--- config.mk ---
export PLATFORM = sky130hd
export DESIGN_NAME = servo_ramp
export DESIGN_NICKNAME = d
export VERILOG_FILES = /design/src/rtl/servo_pkg.sv /design/src/rtl/servo_ramp_ch.sv /design/src/rtl/servo_ramp.sv
export SDC_FILE = /design/constraint.sdc
export NUM_CORES = 1
export LEC_CHECK = 0
export CAP_MARGIN = 20
export CORE_MARGIN = 1
export CORE_UTILIZATION = 40
export CTS_CLUSTER_DIAMETER = 150
export CTS_CLUSTER_SIZE = 8
export DETAILED_ROUTE_END_ITERATION = 8
export SLEW_MARGIN = 25
export SYNTH_ARGS = -nofsm -noshare
export SYNTH_HDL_FRONTEND = slang
export SYNTH_SLANG_ARGS = --single-unit
--- constraint.sdc ---
create_clock -name clk -period 14.71 [get_ports clk]
set_clock_uncertainty 0.1 [all_clocks]
set_input_delay 3.6775 -clock clk [delete_from_list [all_inputs] [get_ports clk]]
set_output_delay 3.6775 -clock clk [all_outputs]
set_load 0.01 [all_outputs]
--- src/rtl/servo_pkg.sv ---
// ============================================================================
// servo_pkg : shared widths, channel count and reset defaults for servo_ramp
// Rev 1.0
// ============================================================================
`default_nettype none

package servo_pkg;
  localparam int PER_W = 23;
  localparam int PW_W  = 18;
  localparam int NCH   = 2;

  localparam logic [PER_W-1:0] T_RST = 23'd999_999;
  localparam logic [PW_W-1:0]  D_RST = 18'd75_000;
endpackage

`default_nettype wire

--- src/rtl/servo_ramp_ch.sv ---
// ============================================================================
// servo_ramp_ch : one servo channel -- frame counter, pending command, slew step
// Rev 1.0
// ============================================================================
`default_nettype none

module servo_ramp_ch
  import servo_pkg::*;
#(
  parameter logic [PER_W-1:0] T_INIT = T_RST,
  parameter logic [PW_W-1:0]  D_INIT = D_RST
) (
  input  logic             clk,
  input  logic             rst,
  input  logic [PER_W-1:0] cfg_period,
  input  logic             cmd_we,
  input  logic [PW_W-1:0]  cmd_target,
  input  logic [PW_W-1:0]  cmd_step,
  output logic             pend,
  output logic [PER_W-1:0] per,
  output logic [PW_W-1:0]  cur,
  output logic             busy,
  output logic             done
);

  logic [PER_W-1:0] fcnt_q, fcnt_d, per_q, per_d;
  logic [PW_W-1:0]  cur_q, cur_d, tgt_q, tgt_d, step_q, step_d;
  logic [PW_W-1:0]  ptgt_q, ptgt_d, pstep_q, pstep_d;
  logic             pv_q, pv_d, busy_q, busy_d, done_q, done_d;

  logic             boundary;
  logic [PW_W-1:0]  tgt_eff, step_eff;
  logic [PW_W:0]    sum, diff;

  always_comb begin
    boundary = (fcnt_q == per_q);
    fcnt_d   = fcnt_q + PER_W'(1);
    per_d    = per_q;
    cur_d    = cur_q;
    tgt_d    = tgt_q;
    step_d   = step_q;
    pv_d     = pv_q;
    ptgt_d   = ptgt_q;
    pstep_d  = pstep_q;

    // A pending target is clamped against the period that takes effect now
    tgt_eff  = tgt_q;
    step_eff = step_q;
    if (pv_q) begin
      tgt_eff  = ({{(PER_W-PW_W){1'b0}}, ptgt_q} > cfg_period) ? cfg_period[PW_W-1:0] : ptgt_q;
      step_eff = pstep_q;
    end

    sum  = {1'b0, cur_q} + {1'b0, step_eff};
    diff = {1'b0, cur_q} - {1'b0, step_eff};

    if (boundary) begin
      fcnt_d = '0;
      per_d  = cfg_period;
      tgt_d  = tgt_eff;
      step_d = step_eff;
      pv_d   = 1'b0;
      if (step_eff == '0) begin
        cur_d = tgt_eff;
      end else if (cur_q < tgt_eff) begin
        cur_d = (sum > {1'b0, tgt_eff}) ? tgt_eff : sum[PW_W-1:0];
      end else if (cur_q > tgt_eff) begin
        // diff[PW_W] set means the subtraction wrapped below zero
        cur_d = (diff[PW_W] || (diff[PW_W-1:0] < tgt_eff)) ? tgt_eff : diff[PW_W-1:0];
      end
    end

    if (cmd_we) begin
      pv_d    = 1'b1;
      ptgt_d  = cmd_target;
      pstep_d = cmd_step;
    end

    busy_d = (cur_d != tgt_d);
    done_d = busy_q && !busy_d;
  end

  always_ff @(posedge clk or negedge rst) begin
    if (!rst) begin
      fcnt_q  <= '0;
      per_q   <= T_INIT;
      cur_q   <= D_INIT;
      tgt_q   <= D_INIT;
      step_q  <= '0;
      pv_q    <= 1'b0;
      ptgt_q  <= '0;
      pstep_q <= '0;
      busy_q  <= 1'b0;
      done_q  <= 1'b0;
    end else begin
      fcnt_q  <= fcnt_d;
      per_q   <= per_d;
      cur_q   <= cur_d;
      tgt_q   <= tgt_d;
      step_q  <= step_d;
      pv_q    <= pv_d;
      ptgt_q  <= ptgt_d;
      pstep_q <= pstep_d;
      busy_q  <= busy_d;
      done_q  <= done_d;
    end
  end

  assign pend = pv_q;
  assign per  = per_q;
  assign cur  = cur_q;
  assign busy = busy_q;
  assign done = done_q;

endmodule

`default_nettype wire

--- src/rtl/servo_ramp.sv ---
// ============================================================================
// servo_ramp : two-channel slew-limited command stage feeding the servo PWM
// Rev 1.0
// ============================================================================
`default_nettype none

module servo_ramp #(
  parameter logic [servo_pkg::PER_W-1:0] T_RST = servo_pkg::T_RST,
  parameter logic [servo_pkg::PW_W-1:0]  D_RST = servo_pkg::D_RST
) (
  input  logic                        clk,
  input  logic                        rst,
  input  logic [servo_pkg::PER_W-1:0] cfg_period0,
  input  logic [servo_pkg::PER_W-1:0] cfg_period1,
  input  logic                        cmd_valid,
  output logic                        cmd_ready,
  input  logic                        cmd_ch,
  input  logic [servo_pkg::PW_W-1:0]  cmd_target,
  input  logic [servo_pkg::PW_W-1:0]  cmd_step,
  output logic [servo_pkg::PER_W-1:0] T0,
  output logic [servo_pkg::PER_W-1:0] T1,
  output logic [servo_pkg::PW_W-1:0]  D0,
  output logic [servo_pkg::PW_W-1:0]  D1,
  output logic                        busy0,
  output logic                        busy1,
  output logic                        done0,
  output logic                        done1
);

  import servo_pkg::*;

  logic [PER_W-1:0] cfg [NCH];
  logic [PER_W-1:0] per [NCH];
  logic [PW_W-1:0]  pw  [NCH];
  logic [NCH-1:0]   pend, we, busy, done;

  assign cfg[0] = cfg_period0;
  assign cfg[1] = cfg_period1;

  assign cmd_ready = ~pend[cmd_ch];

  for (genvar i = 0; i < NCH; i++) begin : g_ch
    assign we[i] = cmd_valid && cmd_ready && (cmd_ch == 1'(i));

    servo_ramp_ch #(
      .T_INIT (T_RST),
      .D_INIT (D_RST)
    ) u_ch (
      .clk        (clk),
      .rst        (rst),
      .cfg_period (cfg[i]),
      .cmd_we     (we[i]),
      .cmd_target (cmd_target),
      .cmd_step   (cmd_step),
      .pend       (pend[i]),
      .per        (per[i]),
      .cur        (pw[i]),
      .busy       (busy[i]),
      .done       (done[i])
    );
  end

  assign T0    = per[0];
  assign T1    = per[1];
  assign D0    = pw[0];
  assign D1    = pw[1];
  assign busy0 = busy[0];
  assign busy1 = busy[1];
  assign done0 = done[0];
  assign done1 = done[1];

endmodule

`default_nettype wire

==> flow_metrics.tcl <==
set metrics [dict create \
    die_w_um 243 \
    hpwl_um 68900 \
    clock_tree.buffer_depth 3 \
    crit_path_end "g_ch[0].u_ch.busy$_DFF_PN0_" \
    fin_cells 3583 \
    worst_slew_pin_slew_ns 1.06 \
    hold_viol 0 \
    finalSetupViolations 0 \
    grt_pass1_vias 21167 \
    dieArea_sq_um 59100 \
    async_flop_share 1.00 \
    slew_violations 0 \
    avgSynthCellArea_sq_um 8.78 \
    required_ns 15.04 \
    netlist_area_sq_um 23200 \
    drc 0 \
    fmax_mhz 84.0 \
    worst-r2r-setup-slack_ns 5.79 \
    grt_max_degree 109 \
    period_minus_slack_ns 11.91 \
    status "complete, no violations" \
    cts_resized 0 \
    wl_um 89100 \
    cts_tree "built" \
    diodes 0 \
    cp.arrival_ns 12.25 \
    clk_pin_slew_ns 0.07 \
    seq_area_frac_synth 0.302 \
    rsz0062_at_grt "false" \
    fillCellCount 5457 \
    drt.antenna.violating_nets 0 \
    cts_setup_buffers 0 \
    firstDrtPassIters 6 \
    clkSinkCount 278 \
    crit_top_cell "nand4_1" \
    drt-initial-drc-count 1808 \
    yosys.cell_types.count 92 \
    cts_buffers 41 \
    startpoint_type "primary input" \
    ys.flop_type "dfrtp_1" \
    start_util 0.408 \
    r2r-end "g_ch[0].u_ch.busy$_DFF_PN0_" \
    postCtsHoldBufs 0 \
    drive_above_1_share 0.122 \
    holdWs_ns 0.403 \
    p_leak_nw 12.1 \
    num_vias 21775 \
    cap_violations 0 \
    period_share 0.810 \
    chipHeight_um 243 \
    grt_pass1_wl_um 134000 \
    fin_nets 3092 \
    pwr_density_cell_nw_per_um2 204 \
    vias_per_cell 6.08 \
    ff2ff_path_depth 26 \
    layout_setup_ws_ns 2.80 \
    irDropWorstVdd_v 0.000137 \
    clock-root-buffer "clkbuf_16" \
    hp-class "reg2reg" \
    clk_latency_ns 0.59 \
    htree_num_levels 2 \
    critPathMaxStageDelay_ns 0.85 \
    synth_edf_count 0 \
    synthCells 2647 \
    slew_headroom 0.291 \
    yosysWarnings 0 \
    gr-usage-all-layers 0.295 \
    layout_common_cells "220 x dfrtp_1, 218 x nor2_1, 207 x ha_1, 203 x a21oi_1, 178 x inv_1" \
    ys_ff_latch 278 \
    startpoint "cfg_period0[12]" \
    final_common_cell "dfrtp_1" \
    fp.coreArea_sq_um 56900 \
    placed_cells 3508 \
    ios 173 \
    cp_max_fo 13 \
    port_buffers 172 \
    crit_path_end_kind "register" \
    pre_cts_ws_ns 2.36 \
    syn-num-nets 2944 \
    areaGrowthSynthToFinish_pct 16.3 \
    antenna_found_initial 1 \
    row_count 87 \
    overflow 0 \
    tns_ns 0 \
    rr_startpoint "g_ch[0].u_ch.pend$_DFFE_PN0P_" \
    cp_slowest_cell "or2_0" \
    globalplace.congestion 0.965 \
    wl_per_cell_um 24.9 \
    crit_type "in2reg" \
]
## per-stage QoR
step | total power, mW | instance area (sq um) | utilization
3_3_place_gp | 4.48 | 25800 | 0.453
4_1_cts | 5.44 | 27000 | 0.475
5_1_grt | 5.87 | 27000 | 0.475
2_1_floorplan | 3.32 | 23200 | -
3_5_place_dp | 4.51 | 25800 | 0.454
6_report | 5.51 | 27000 | 0.475
## cell families (layout without fill, tap and decap cells)
logic type	count (synthesis)	in the layout	synth area share
mux	213	213	0.0996
flops	278	278	0.302
fa+ha+maj	213	213	0.116
simple gates	772	772	0.165
xor+xnor	175	175	0.0659
buf+inv	290	470	0.0481
compound gates	706	706	0.204
## state kept, by name, summed over array words and instances, names as in the netlist
name,flops
g_ch.u_ch.fcnt_q,46
g_ch.u_ch.step_q,36
g_ch.u_ch.pstep_q,36
g_ch.u_ch.cur,36
g_ch.u_ch.done,2
g_ch.u_ch.per,46
g_ch.u_ch.ptgt_q,36
g_ch.u_ch.busy,2
g_ch.u_ch.pend,2
g_ch.u_ch.tgt_q,36
## cell type report
cell class	instances	area, sq um	area share
multi-input cells	2079	15100	0.560
flip-flops and latches	278	7030	0.260
repair buffers	214	2040	0.0756
clock buffers	70	1130	0.0420
well taps	756	946	0.0350
inverters	181	679	0.0251
clock inverters	5	68.8	0.00254
## worst max-delay path: cells and delay by family
kind / cells / cell delay, ns
adder cells (fa/ha/maj): 2 / 0.69
multiplexers: 1 / 0.50
buffers and inverters: 3 / 0.90
AND/OR/NAND/NOR: 12 / 4.36
AO/OA/AOI/OAI: 7 / 2.10
## worst min-delay path by stage
stage,startpoint,endpoint,slack (ns),cells past startpoint
2_1_floorplan,g_ch[1].u_ch.tgt_q[3]$_DFF_PN1_,g_ch[1].u_ch.tgt_q[3]$_DFF_PN1_,0.37,2
3_3_place_gp,g_ch[1].u_ch.tgt_q[3]$_DFF_PN1_,g_ch[1].u_ch.tgt_q[3]$_DFF_PN1_,0.38,2
3_5_place_dp,g_ch[1].u_ch.tgt_q[3]$_DFF_PN1_,g_ch[1].u_ch.tgt_q[3]$_DFF_PN1_,0.40,2
4_1_cts,g_ch[1].u_ch.tgt_q[3]$_DFF_PN1_,g_ch[1].u_ch.tgt_q[3]$_DFF_PN1_,0.41,2
5_1_grt,g_ch[0].u_ch.pstep_q[5]$_DFFE_PN0P_,g_ch[0].u_ch.pstep_q[5]$_DFFE_PN0P_,0.43,1
6_report,g_ch[1].u_ch.tgt_q[3]$_DFF_PN1_,g_ch[1].u_ch.tgt_q[3]$_DFF_PN1_,0.40,2
## power by group
part           total [mW]  internal, mW  switching, mW
Sequential           1.06         0.889          0.173
Combinational        3.54          1.29           2.25
Clock               0.907         0.525          0.382
Total                5.51          2.71           2.80
## per-layer routing
| layer | track usage | wire length (um) |
|---|---|---|
| met1 | 0.415 | 41100 |
| met2 | 0.466 | 39900 |
| met3 | 0.0400 | 5360 |
| met4 | 0.0936 | 2780 |
| met5 | 0 | 13 |
## Yosys cell counts (9+ instances only)
master	instances	area, sq um
nor3_1	72	360
or2_2	15	93.8
dfstp_2	56	1470
o31a_1	13	114
nand2_1	153	574
a211o_1	9	78.8
xnor2_1	85	744
and4_1	9	78.8
a21oi_1	204	1020
a31oi_1	31	194
and2_1	11	68.8
o22ai_1	14	87.6
dfrtp_1	222	5560
nor2b_1	21	131
a211oi_1	22	165
o211ai_1	31	233
o2111ai_1	13	114
ha_1	207	2590
nor2_1	218	818
a221oi_1	15	131
buf_1	20	75.1
a221o_1	11	110
or3_1	32	200
inv_1	178	668
a22oi_1	9	67.6
mux2_2	143	1610
nand2b_1	22	138
nand3_1	75	375
mux2i_1	69	691
o31ai_1	17	128
clkbuf_1	78	293
nand4_1	45	282
o21a_1	20	150
nor4_1	31	194
xor2_1	90	788
o21ai_0	122	611
a21o_1	44	330
o221ai_1	10	87.6
a31o_2	10	87.6
and3_1	27	169
o21bai_1	14	105
Power figures use the tool's default switching activity.
